## config.mk

```make
export PLATFORM = sky130hd
export DESIGN_NAME = box_motion_control
export DESIGN_NICKNAME = d
export VERILOG_FILES = /design/src/rtl/box_motion_control.sv
export SDC_FILE = /design/constraint.sdc
export NUM_CORES = 1
export LEC_CHECK = 0
export CORE_ASPECT_RATIO = 1.1
export CORE_MARGIN = 2
export CORE_UTILIZATION = 59
export CTS_CLUSTER_DIAMETER = 100
export DETAILED_ROUTE_END_ITERATION = 7
export HOLD_SLACK_MARGIN = 0.06
export PLACE_DENSITY = 0.89
export SLEW_MARGIN = 10
export SYNTH_ARGS = -nofsm -noshare
export SYNTH_HDL_FRONTEND = slang
export SYNTH_SLANG_ARGS = --single-unit
```

## constraint.sdc

```tcl
create_clock -name clock -period 5.35 [get_ports clock]
set_input_delay 1.07 -clock clock [delete_from_list [all_inputs] [get_ports clock]]
set_output_delay 1.07 -clock clock [all_outputs]
set_load 0.01 [all_outputs]
```

## src/rtl/box_motion_control.sv

```systemverilog
// Control FSM for the bouncing 4x4 square. It sequences draw/wait/erase/move
// frames and drives the square datapath position and strobes.
module box_motion_control #(
  parameter int unsigned FRAME_CYCLES = 833334,
  parameter int unsigned X_MAX        = 156,
  parameter int unsigned Y_MAX        = 116
) (
  input  logic       clock,
  input  logic       reset_n,
  input  logic       go,
  input  logic       stop,
  input  logic [7:0] start_x,
  input  logic [6:0] start_y,
  output logic [7:0] x_pos,
  output logic [6:0] y_pos,
  output logic       load_x,
  output logic       load_y,
  output logic       draw,
  output logic       erase,
  output logic       plot,
  output logic       busy
);

  typedef enum logic [2:0] {
    IDLE, LOAD, DRAW, WAIT, ERASE, MOVE, HALT_ERASE
  } state_t;

  localparam int unsigned   FW         = (FRAME_CYCLES > 1) ? $clog2(FRAME_CYCLES) : 1;
  localparam logic [FW-1:0] FRAME_LAST = FW'(FRAME_CYCLES - 1);
  localparam logic [7:0]    XM         = 8'(X_MAX);
  localparam logic [6:0]    YM         = 7'(Y_MAX);

  state_t        state, state_next;
  logic [3:0]    pix_cnt;
  logic [FW-1:0] frame_cnt;
  logic          dir_x, dir_y;
  logic          pix_last, frame_last;

  assign pix_last   = (pix_cnt == 4'hF);
  assign frame_last = (frame_cnt == FRAME_LAST);

  always_ff @(posedge clock or negedge reset_n) begin
    if (!reset_n) state <= IDLE;
    else          state <= state_next;
  end

  always_comb begin
    state_next = state;
    load_x     = 1'b0;
    load_y     = 1'b0;
    draw       = 1'b0;
    erase      = 1'b0;
    case (state)
      IDLE:       if (go) state_next = LOAD;
      LOAD: begin
        load_x     = 1'b1;
        load_y     = 1'b1;
        state_next = DRAW;
      end
      DRAW: begin
        draw = 1'b1;
        if (pix_last) state_next = WAIT;
      end
      // stop only matters on the cycle the frame delay expires
      WAIT:       if (frame_last) state_next = stop ? HALT_ERASE : ERASE;
      ERASE: begin
        erase = 1'b1;
        if (pix_last) state_next = MOVE;
      end
      MOVE: begin
        load_x     = 1'b1;
        load_y     = 1'b1;
        state_next = DRAW;
      end
      HALT_ERASE: begin
        erase = 1'b1;
        if (pix_last) state_next = IDLE;
      end
      default:    state_next = IDLE;
    endcase
    plot = draw | erase;
    busy = (state != IDLE);
  end

  always_ff @(posedge clock or negedge reset_n) begin
    if (!reset_n) begin
      pix_cnt   <= '0;
      frame_cnt <= '0;
      x_pos     <= '0;
      y_pos     <= '0;
      dir_x     <= 1'b1;
      dir_y     <= 1'b1;
    end else begin
      // 4-bit counter wraps to 0 on its own after the 16th burst cycle
      pix_cnt   <= (state == DRAW || state == ERASE || state == HALT_ERASE) ? pix_cnt + 4'd1 : '0;
      frame_cnt <= (state == WAIT && !frame_last) ? frame_cnt + FW'(1) : '0;
      if (state == LOAD) begin
        x_pos <= (start_x > XM) ? XM : start_x;
        y_pos <= (start_y > YM) ? YM : start_y;
        dir_x <= 1'b1;
        dir_y <= 1'b1;
      end else if (state == MOVE) begin
        if (dir_x) begin
          if (x_pos == XM) begin
            dir_x <= 1'b0;
            x_pos <= x_pos - 8'd1;
          end else begin
            x_pos <= x_pos + 8'd1;
          end
        end else begin
          if (x_pos == '0) begin
            dir_x <= 1'b1;
            x_pos <= x_pos + 8'd1;
          end else begin
            x_pos <= x_pos - 8'd1;
          end
        end
        if (dir_y) begin
          if (y_pos == YM) begin
            dir_y <= 1'b0;
            y_pos <= y_pos - 7'd1;
          end else begin
            y_pos <= y_pos + 7'd1;
          end
        end else begin
          if (y_pos == '0) begin
            dir_y <= 1'b1;
            y_pos <= y_pos + 7'd1;
          end else begin
            y_pos <= y_pos - 7'd1;
          end
        end
      end
    end
  end

endmodule

```

==> flow_summary.toml <==
[status]
status = "finished clean"

[pwr]
p_total_w = 0.000576
p_per_area_mw_per_mm2 = 175
p_leak_nw = 1.41
seqPwrFrac_pct = 58.3
clkPwrFrac_pct = 35.9
ir_drop_v = 0.000179
p_sw_w = 0.000134
p_int_w = 0.000442
swShare_pct = 23.2
combPwrFrac_pct = 5.8

[sta]
fmax_ghz = 0.268
worst_pin_slew_ps = 986
relSlewSlack_pct = 34.2
clock_skew_ps = 7.86
final_min_period_over_clock_period_pct = 69.8
final-max-slew-violation-count = 0
finalSetupTns_ps = 0
period_minus_slack_ps = 3730
hold_viol_final = 0
worst_hold_slack_ps = 467
setup_viol = 0
rsz0062_at_grt = "false"

[logic_synthesis]
synth_edf_count = 0
synth_nets = 343
async_reset_ff_share_pct = 100
syn_avg_cell_area_um2 = 9.06
ys.flop_type = "dfrtp_1"
synthCells = 315
ys_seq_area_share_pct = 38.7
yosysWarnings = 0
synth_seq_cells = 44
yosysUniqueCellTypes = 65
netlist_area_mm2 = 0.00285

[setup_path]
cp_max_fo = 20
cp.required_ps = 4280
cp-end-kind = "output pin"
crit_type = "flop to output pin"
arrival_ps = 2660
critPathLaunchType = "flop"
reg2regPathDepth = 6
reg2reg_slack_ps = 2570

[clocking]
cts_hold_buffers = 0
cts-root-buf = "clkbuf_8"
cts_buffer_depth = 2
clock_latency_ps = 300
ctsResizeCount = 0
cts_made_buffers = 5
cts_setup_buffers = 0
cts_sinks = 44
cts_tree = "yes"
cts.clk_slew.worst_paths_ps = 80
htree_levels = 2

[die]
die_h_um = 76.9
dieArea_mm2 = 0.00541
num_rows = 26
ios = 40
dieWidth_um = 70.3
core_area_mm2 = 0.00465
start_util_pct = 61.4

[finish]
drive_gt1_share_pct = 6.90
area_delta_synth_final_pct = 15.4
fin_nets = 375
seqCellArea_mm2 = 0.00110
multiInputGateArea_mm2 = 0.00159
fillCellCount = 364
antenna_cells = 0
utilization_pct = 70.8

[global_route]
grt_max_degree = 45
antenna_found_initial = 0
grt_pass1_vias = 2411
grt_usage_pct = 25.1
grt_overflow = 0
grt_pass1_wl_um = 11100

[flow_run]
timing.max_cap.violations = 0

[placement]
place_congestion = 0.891
portBuffers = 39
dp_hpwl_um = 4650

[drt]
firstDrtPassIters = 4
wl_per_cell_um = 16.1
remaining_drc_errors = 0
drt_wl_total_um = 6510
ant_nets = 0
drt_iter0_drc = 189
via_per_inst = 6.18
via_count = 2496

[worst_hold_path]
hold_path_depth = 1
min_path_type = "flop to flop"
==> flip-flops by register name, summed over array words and instances, names as in the netlist <==
| signal | flops |
|---|---|
| dir_y | 1 |
| dir_x | 1 |
| x_pos | 8 |
| pix_cnt | 4 |
| frame_cnt | 20 |
| state | 3 |
| y_pos | 7 |
==> per-stage QoR <==
step | worst slack (ps) | std cells | cell area, um2
after CTS | 1680 | 404 | 3290
after detailed placement | 2000 | 396 | 3210
final | 1620 | 404 | 3290
after global placement | 2090 | 396 | 3210
after global routing | 1460 | 404 | 3290
after floorplan | 3040 | 315 | 2850
==> synth_stat cells, types with 7 or more instances <==
cell | instances | area [um2]
dfrtp_1 | 42 | 1050
nor2_1 | 38 | 143
nand2_1 | 29 | 109
a21oi_1 | 15 | 75.1
o21ai_0 | 14 | 70.1
inv_1 | 13 | 48.8
xor2_1 | 12 | 105
nand3_1 | 11 | 55.1
mux2i_1 | 10 | 100
nand4_1 | 10 | 62.6
and3_1 | 9 | 56.3
ha_1 | 9 | 113
nor3_1 | 7 | 35.0
==> worst max-delay path, cell delays in order, from the launching register on <==
cell,delay [ps]
dfrtp_1,440
nand2b_1,570
clkinv_1,700
clkdlybuf4s50_1,660
==> cell type report <==
| cell class | count | share of cell area [%] |
|---|---|---|
| clock buffers | 6 | 2.20 |
| clock inverters | 2 | 0.380 |
| inverters | 14 | 1.60 |
| multi-input cells | 242 | 48.3 |
| flip-flops and latches | 44 | 33.5 |
| well taps | 56 | 2.13 |
| repair buffers | 40 | 11.9 |
==> final timing paths <==
check | startpoint | end
max in group asynchronous | reset_n | frame_cnt[13]
max | state[1] | load_x
min | pix_cnt[0] | pix_cnt[0]
min in group asynchronous | reset_n | x_pos[5]
max reg2reg | state[1] | x_pos[2]
min reg2reg | pix_cnt[0] | pix_cnt[0]
==> layer usage <==
metal	vias up	track usage [%]	wire length, um
li1	1193	-	-
met1	1224	32.3	2860
met2	62	42.4	3250
met3	17	4.34	260
met4	0	8.85	134
met5	-	0	0
==> cell families after synthesis <==
kind of cell               after synthesis  share of synthesized area, %
and+or+nand+nor                        140                          26.5
AOI/OAI and AO/OA                       64                          15.6
DFF                                     44                          38.7
buffers and inverters                   29                          5.83
xor gates and xnor gates                18                          5.52
muxes                                   11                          3.90
adders and majority gates                9                          3.95
==> cell usage in the layout, fill, tap and decap left out, drive strengths merged, types with 4 or more instances in the layout <==
cell	Yosys	layout
inv	13	13
clkbuf	8	6
xor2	12	12
nand2	29	29
o21ai	17	17
a21oi	15	15
nand4	10	10
nand3	12	12
nor2	38	38
and3	9	9
or3	6	6
ha	9	9
nor3	8	8
and4	5	5
clkdlybuf4s50	0	38
mux2i	10	10
xnor2	6	6
dfrtp	42	42
and2	4	4
nand2b	5	5
==> power by group through the flow <==
stage | clock network, W | logic, W | registers [W]
after floorplan | 0 | 0.00000748 | 0.000342
after global placement | 0 | 0.0000333 | 0.000342
after detailed placement | 0 | 0.0000334 | 0.000342
after CTS | 0.000211 | 0.0000337 | 0.000336
after global routing | 0.000226 | 0.0000367 | 0.000336
final | 0.000207 | 0.0000333 | 0.000336
Power figures use the tool's default switching activity.
